**config.mk**
```make
export PLATFORM = sky130hd
export DESIGN_NAME = multi_gate_watchdog
export DESIGN_NICKNAME = d
export VERILOG_FILES = /design/src/rtl/multi_gate_watchdog_pkg.sv /design/src/rtl/multi_gate_watchdog_gate_channel_monitor.sv /design/src/rtl/multi_gate_watchdog.sv
export SDC_FILE = /design/constraint.sdc
export NUM_CORES = 1
export LEC_CHECK = 0
export BUFFER_PORTS_ARGS = -buffer_cell sky130_fd_sc_hd__buf_2
export CORE_MARGIN = 3
export CORE_UTILIZATION = 52
export CTS_CLUSTER_DIAMETER = 40
export DETAILED_ROUTE_END_ITERATION = 12
export PLACE_DENSITY = 0.71
export SKIP_LAST_GASP = 1
export SLEW_MARGIN = 20
export SYNTH_ARGS = -nofsm -noshare
export SYNTH_HDL_FRONTEND = slang
export SYNTH_SLANG_ARGS = --single-unit
```
**constraint.sdc**
```tcl
create_clock -name i_clock -period 2.27 [get_ports i_clock]
set_input_delay 0.3405 -clock i_clock [delete_from_list [all_inputs] [get_ports i_clock]]
set_output_delay 0.3405 -clock i_clock [all_outputs]
set_load 0.03 [all_outputs]
```
**src/rtl/multi_gate_watchdog_pkg.sv**
```systemverilog
// Shared constants and helpers for the multi-channel gate-activity watchdog.
package multi_gate_watchdog_pkg;

  // IAGC status encoding in which monitoring is active.
  localparam int unsigned IAGC_STATUS_IDLE = 2;  // 4'b0010

  // Ceiling log2: the number of bits needed to index v distinct values.
  function automatic int unsigned clog2_f(input int unsigned v);
    int unsigned r;
    r = 0;
    while ((64'd1 << r) < 64'(v)) r++;
    return r;
  endfunction

endpackage : multi_gate_watchdog_pkg

```
**src/rtl/multi_gate_watchdog_gate_channel_monitor.sv**
```systemverilog
// One watchdog channel: saturating activity counter, consecutive-miss counter
// and the registered health bit. Build macro WDOG_EDGE_EN selects rising-edge
// activity counting instead of high-level cycle counting.
module gate_channel_monitor
  import multi_gate_watchdog_pkg::*;
#(
  parameter int unsigned MIN_PULSES = 1,
  parameter int unsigned MISS_LIMIT = 1
) (
  input  logic clk_i,
  input  logic rst_ni,
  input  logic en_i,
  input  logic eval_i,
  input  logic gate_i,
  output logic valid_o,
  output logic valid_nxt_c
);

  localparam int unsigned AW = clog2_f(MIN_PULSES + 1);
  localparam int unsigned MW = clog2_f(MISS_LIMIT + 1);

  logic          unit_c;
  logic [AW-1:0] act_q, act_d, act_sum_c;
  logic [MW-1:0] miss_q, miss_d, miss_inc_c;
  logic          valid_q, valid_d;

`ifdef WDOG_EDGE_EN
  logic gate_q;

  // Delayed gate copy for rising-edge detection; tracks the gate even in HOLD.
  always_ff @(posedge clk_i or negedge rst_ni) begin
    if (!rst_ni) gate_q <= 1'b0;
    else         gate_q <= gate_i;
  end

  assign unit_c = gate_i & ~gate_q;
`else
  assign unit_c = gate_i;
`endif

  // Window accounting and health decision at the evaluation strobe.
  always_comb begin
    act_sum_c  = (act_q == AW'(MIN_PULSES)) ? act_q : act_q + AW'(unit_c);
    miss_inc_c = (miss_q == MW'(MISS_LIMIT)) ? miss_q : miss_q + MW'(1);
    act_d      = act_q;
    miss_d     = miss_q;
    valid_d    = valid_q;
    if (!en_i) begin
      act_d   = '0;
      miss_d  = '0;
      valid_d = 1'b1;
    end else if (eval_i) begin
      act_d = '0;
      if (act_sum_c >= AW'(MIN_PULSES)) begin
        miss_d  = '0;
        valid_d = 1'b1;
      end else begin
        miss_d = miss_inc_c;
        if (miss_inc_c == MW'(MISS_LIMIT)) valid_d = 1'b0;
      end
    end else begin
      act_d = act_sum_c;
    end
  end

  // Channel state registers.
  always_ff @(posedge clk_i or negedge rst_ni) begin
    if (!rst_ni) begin
      act_q   <= '0;
      miss_q  <= '0;
      valid_q <= 1'b1;
    end else begin
      act_q   <= act_d;
      miss_q  <= miss_d;
      valid_q <= valid_d;
    end
  end

  assign valid_o     = valid_q;
  assign valid_nxt_c = valid_d;

endmodule : gate_channel_monitor

```
**src/rtl/multi_gate_watchdog.sv**
```systemverilog
// Per-channel gate-activity watchdog for the IAGC datapath. Shared window
// counter, sticky fault and all-valid summary live here; per-channel state is
// in gate_channel_monitor. Build macro WDOG_EDGE_EN: count rising edges rather
// than high cycles.
module multi_gate_watchdog
  import multi_gate_watchdog_pkg::*;
#(
  parameter int unsigned IAGC_STATUS_SIZE = 4,
  parameter int unsigned NUM_CHANNELS     = 4,
  parameter int unsigned TICKS            = 120000000,
  parameter int unsigned MIN_PULSES       = 1,
  parameter int unsigned MISS_LIMIT       = 1
) (
  input  logic                        i_clock,
  input  logic                        i_resetN,
  input  logic [IAGC_STATUS_SIZE-1:0] i_iagcStatus,
  input  logic [NUM_CHANNELS-1:0]     i_gate,
  input  logic                        i_clearFault,
  output logic [NUM_CHANNELS-1:0]     o_valid,
  output logic                        o_allValid,
  output logic                        o_fault,
  output logic                        o_windowTick
);

  localparam int unsigned TW = clog2_f(TICKS);

  logic                    enable_c, eval_c;
  logic [TW-1:0]           win_q, win_d;
  logic                    tick_q, fault_q, fault_d, all_q;
  logic [NUM_CHANNELS-1:0] valid_q, valid_nxt_c;

  assign enable_c = (i_iagcStatus == IAGC_STATUS_SIZE'(IAGC_STATUS_IDLE));
  assign eval_c   = enable_c && (win_q == TW'(TICKS - 1));

  // Window counter: held at 0 outside IDLE, wraps after the evaluation cycle.
  always_comb begin
    win_d = '0;
    if (enable_c && !eval_c) win_d = win_q + TW'(1);
  end

  // Sticky fault: any health bit falling sets it, and a set beats a clear.
  always_comb begin
    fault_d = fault_q;
    if (i_clearFault) fault_d = 1'b0;
    if (|(valid_q & ~valid_nxt_c)) fault_d = 1'b1;
  end

  // Shared registers.
  always_ff @(posedge i_clock or negedge i_resetN) begin
    if (!i_resetN) begin
      win_q   <= '0;
      tick_q  <= 1'b0;
      fault_q <= 1'b0;
      all_q   <= 1'b1;
    end else begin
      win_q   <= win_d;
      tick_q  <= eval_c;
      fault_q <= fault_d;
      all_q   <= &valid_nxt_c;
    end
  end

  for (genvar ch = 0; ch < NUM_CHANNELS; ch++) begin : g_ch
    gate_channel_monitor #(
      .MIN_PULSES(MIN_PULSES),
      .MISS_LIMIT(MISS_LIMIT)
    ) u_mon (
      .clk_i      (i_clock),
      .rst_ni     (i_resetN),
      .en_i       (enable_c),
      .eval_i     (eval_c),
      .gate_i     (i_gate[ch]),
      .valid_o    (valid_q[ch]),
      .valid_nxt_c(valid_nxt_c[ch])
    );
  end

  assign o_valid      = valid_q;
  assign o_allValid   = all_q;
  assign o_fault      = fault_q;
  assign o_windowTick = tick_q;

endmodule : multi_gate_watchdog
```
Word level (Yosys, flattened, before mapping)
Cells that the tools add are included.
Word-level totals
  bits of input ports: 11
  output and inout bits: 7
  flip-flop bits (word level): 42
  logic and storage cells: 87
Cells by class
  eq/ne operators: 3
  multiplexer cells: 47
  magnitude comparators: 4
  bitwise operators: 2
  reduce and logical (&&, ||, !) cells: 6
  $add $sub $neg: 9
Operators by type and width (number)
  1-bit 2-to-1 mux: 46
  27-bit by 1-bit adder with 27-bit output, second input constant: 1
  27-bit == test, second input constant: 1
  27-bit 2-to-1 mux: 1
  1-bit adder: 4
  1-bit adder, second input constant: 4
  4-bit bitwise AND: 1
  4-bit by 2-bit == test with 1-bit output, second input constant: 1
  1-bit >= comparator, second input constant: 4
  4-bit inverter: 1
  4-bit AND reduction: 1
  4-bit OR reduction: 1
  1-bit logical AND: 2
  2-bit by 1-bit != test with 1-bit output, second input constant: 1
  2-bit nonzero test: 1
  1-bit logical NOT: 1

Depth between registers and ports, before layout
  depth after elaboration: 10
  mapped depth: 7
  depth with buffers taken out: 6

Hierarchy
From an unflattened synthesis, not the netlist that was laid out.
Unflattened totals
  cells, all modules: 193
  area, all modules: 1945.6 um^2
Modules (own cells, without submodules)
  multi_gate_watchdog: instances 1, cells each 169, area each 1640.3 um^2, seq. area each 752.0 um^2
  gate_channel_monitor: instances 4, cells each 6, area each 76.3 um^2, seq. area each 51.3 um^2

Worst setup path after synthesis
No wires, ideal clock.
  path kind: register to register
  from: reg win_q[15]
  to: reg win_q[23]
  cell stages (with the launch flop): 7
  buffers on the path: 1
  slack: 0.511 ns
  clock period less this slack: 1.759 ns
  required time: 2.151 ns
  arrival: 1.641 ns
  library setup time: 0.119 ns
  path through: dfrtp_1 or4_4 nor3_4 nand3_4 nand2_2 buf_6 nor2_1
Between the ends
  longest elaborated chain between the ends: 5
  elaborated cells between the ends (all ways): 6
  classes of those cells: add/sub: 1; eq/ne: 1; mux: 1; reduce/logical: 3
RTL lines
  from (decl): line multi_gate_watchdog.sv:28  | logic [TW-1:0] win_q, win_d;
  from (signal assigned): line multi_gate_watchdog.sv:56  | win_q <= win_d;
  branches (longest 4 deep; another with 27-bit by 1-bit adder with 27-bit output)
  27-bit 2-to-1 mux *: line multi_gate_watchdog.sv:38  | if (enable_c && !eval_c) win_d = win_q + TW'(1);
  net win_d[23]: line multi_gate_watchdog.sv:28
Mark *: on every way through the listed nets, which the timed path passes.
A chain may end at the register's enable or synchronous reset.

Worst setup path after layout
  from: reg win_q[14]
  to: reg win_q[9]
Between the ends
  longest elaborated chain between the ends: 5
RTL lines
  27-bit == test: line multi_gate_watchdog.sv:33  | assign eval_c = enable_c && (win_q == TW'(TICKS - 1));
  1-bit logical AND: line multi_gate_watchdog.sv:33
  1-bit logical NOT: line multi_gate_watchdog.sv:38
  1-bit logical AND: line multi_gate_watchdog.sv:38
  27-bit 2-to-1 mux: line multi_gate_watchdog.sv:38
  net win_d[9]: line multi_gate_watchdog.sv:28
The timed path passes the listed nets, and every way through them passes these cells.

==> results.ini <==
[status]
outcome = completed

[clock_tree]
cts_buffers = 5
cts_tree = yes
clkLatencyLatePin_ns = 0.29
cts-root-buf = clkbuf_8
htree_levels = 2
clockBufferDepth = 2
postCtsHoldBufs = 0
cts.sinks = 38
path_clk_slew_ns = 0.08
post_cts_buffers = 0
cts_resized = 0

[logic_synthesis]
syn_area_per_cell_sq_um = 9.90
async_flop_share = 1.00
ys_seq_area_frac = 0.484
synth-seq-cells = 38
synth_fp_nets = 212
syn_inst = 200
synth_edf_count = 0
yosysWarnings = 0
synth.distinct_cells = 44
syn_area_sq_mm = 0.00198
synth_ff_type = dfrtp_1

[cells_and_area]
drive_gt1_frac = 0.202
fin_area_sq_mm = 0.00217
layout.nets = 229
nFillCells = 287
final_cell_mix = 34 x nor2_1, 33 x dfrtp_1, 17 x buf_2
mostFrequentLayoutCell = nor2_1
fin_util = 0.620
syn_to_final_growth_pct = 9.54
diodes = 0
instances_no_fill = 264

[min_path]
min_path_type = input pin to async pin

[floorplan]
initial_core_util = 0.566
fp.dieArea_sq_mm = 0.00458
die_x_um = 67.7
fp-row-count = 21
io-pin-count = 18
core-area_sq_mm = 0.00349
chipHeight_um = 67.7

[detailed_routing]
drt-initial-drc-count = 184
wl_met2_um = 2120
ant_nets = 0
drc = 0
routed_wl_um = 4090
top_layer = met4
wl_met3_um = 167
drt-met1-wl_um = 1750
vias = 1550
first_pass_iters = 4
routed_via_density = 5.87
detail_route.wl_per_cell_um = 15.5

[place]
gp_congestion = 0.885
numPortBuffers = 17
dp_hpwl_um = 3030
placed_cells = 256
post_dp_cell_area_sq_mm = 0.00207
pre_cts_ws_ns = 0.304

[worst_setup_path]
worstPathArrival_ns = 2.15
crit_path_end_kind = flip-flop
crit_type = flip-flop to flip-flop
startpoint_type = flip-flop
required_ns = 2.43
worstPathMaxFanout = 17

[global_routing]
grt_start_max_net_pins = 39
track_usage = 0.209
grt_pass1_vias = 1543
grt_overflow = 0
antenna_found_initial = 0
grt_pass1_wl_um = 7130

[timing]
max_slew.worst_pin.slew_ns = 0.806
min_period_over_period = 0.881
final-max-slew-violation-count = 0
finalHoldViolations = 0
fin_ws_ns = 0.271
rsz0062_at_grt = false
min_period_ns = 2.00
tns_ns = 0
setup_violations = 0
slew_headroom = 0.462
max_freq_mhz = 500
final.setup_skew_ns = 0.00775

[run]
max-cap-violations = 0

[power]
peakVddDrop_mv = 0.353
power-per-cell-area_mw_per_mm2 = 552
power.leakage_nw = 0.899

-- logic make-up after synthesis --
group | synth area share
flip-flops | 0.484
adder cells (fa/ha/maj) | 0.00632
AO/OA/AOI/OAI | 0.0518
XOR/XNOR | 0.0885
buffers and inverters | 0.0436
AND/OR/NAND/NOR | 0.306
multiplexers | 0.0202
-- worst paths after layout --
kind	from	endpoint	slack (ns)	cells past startpoint
max	win_q[14]$_DFF_PN0_	win_q[9]$_DFF_PN0_	0.27	5
min	i_resetN	win_q[21]$_DFF_PN0_	0.13	1
max reg2reg	win_q[14]$_DFF_PN0_	win_q[9]$_DFF_PN0_	0.27	5
min reg2reg	win_q[0]$_DFF_PN0_	win_q[0]$_DFF_PN0_	0.51	1
max in group asynchronous	i_resetN	win_q[2]$_DFF_PN0_	1.62	1
min in group i_clock	i_clearFault	o_fault$_DFFE_PN0P_	0.22	2
-- worst max-delay path, stage by stage (launching register included) --
cell     delay [ns]
dfrtp_1        0.43
or4_4          0.55
nor3_4         0.21
nand3_4        0.18
nand2_2        0.37
nor2_1         0.12
-- cells in the mapped netlist, types with 2 or more instances --
cell / instances / share of area
xor2_1: 7 / 0.031
clkbuf_1: 3 / 0.0057
nor4_1: 2 / 0.0063
dfstp_2: 5 / 0.066
dfrtp_1: 33 / 0.42
xnor2_1: 13 / 0.058
buf_4: 4 / 0.015
nand4_1: 10 / 0.032
nand2_1: 16 / 0.030
mux2i_1: 4 / 0.020
o21ai_0: 2 / 0.0051
nor3_1: 6 / 0.015
nor4_2: 2 / 0.013
and3_1: 4 / 0.013
and4_1: 4 / 0.018
buf_6: 2 / 0.011
o21ai_1: 2 / 0.0051
nor2_1: 34 / 0.064
a21oi_1: 5 / 0.013
inv_1: 6 / 0.011
nor2_2: 2 / 0.0063
nand3_1: 12 / 0.030
-- metal layers --
metal / up-vias / track usage
li1: 734 / -
met1: 770 / 0.255
met2: 38 / 0.361
met3: 8 / 0.0483
met4: 0 / 0.0658
met5: - / 0
-- final cells by class --
class | count | area (sq um) | area share
Inverter | 6 | 22.5 | 0.0104
Multi-Input combinational cell | 147 | 936 | 0.432
Clock buffer | 6 | 82.6 | 0.0381
Timing Repair Buffer | 19 | 100 | 0.0462
Tap cell | 46 | 57.6 | 0.0265
Sequential cell | 38 | 957 | 0.441
Clock inverter | 2 | 12.5 | 0.00577
-- registers in the layout, indices dropped and copies added, names as in the netlist --
register and cells:
g_ch.u_mon.act_q 4, g_ch.u_mon.valid_o 4, o_allValid 1, o_fault 1, o_windowTick 1, win_q 27
-- report_power, final --
part / internal [mW] / leakage (nW) / switching (mW)
clock: 0.244 / 0.0472 / 0.232
sequential: 0.679 / 0.513 / 0.000925
combinational: 0.0115 / 0.338 / 0.0288
-- through the flow --
stage	hold slack, ns	power (mW)
after CTS	0.169	1.21
after floorplan	0.0449	0.707
final	0.135	1.20
after global placement	0.468	0.732
after detailed placement	0.481	0.734
after global routing	0.198	1.26
Power figures use the tool's default switching activity.
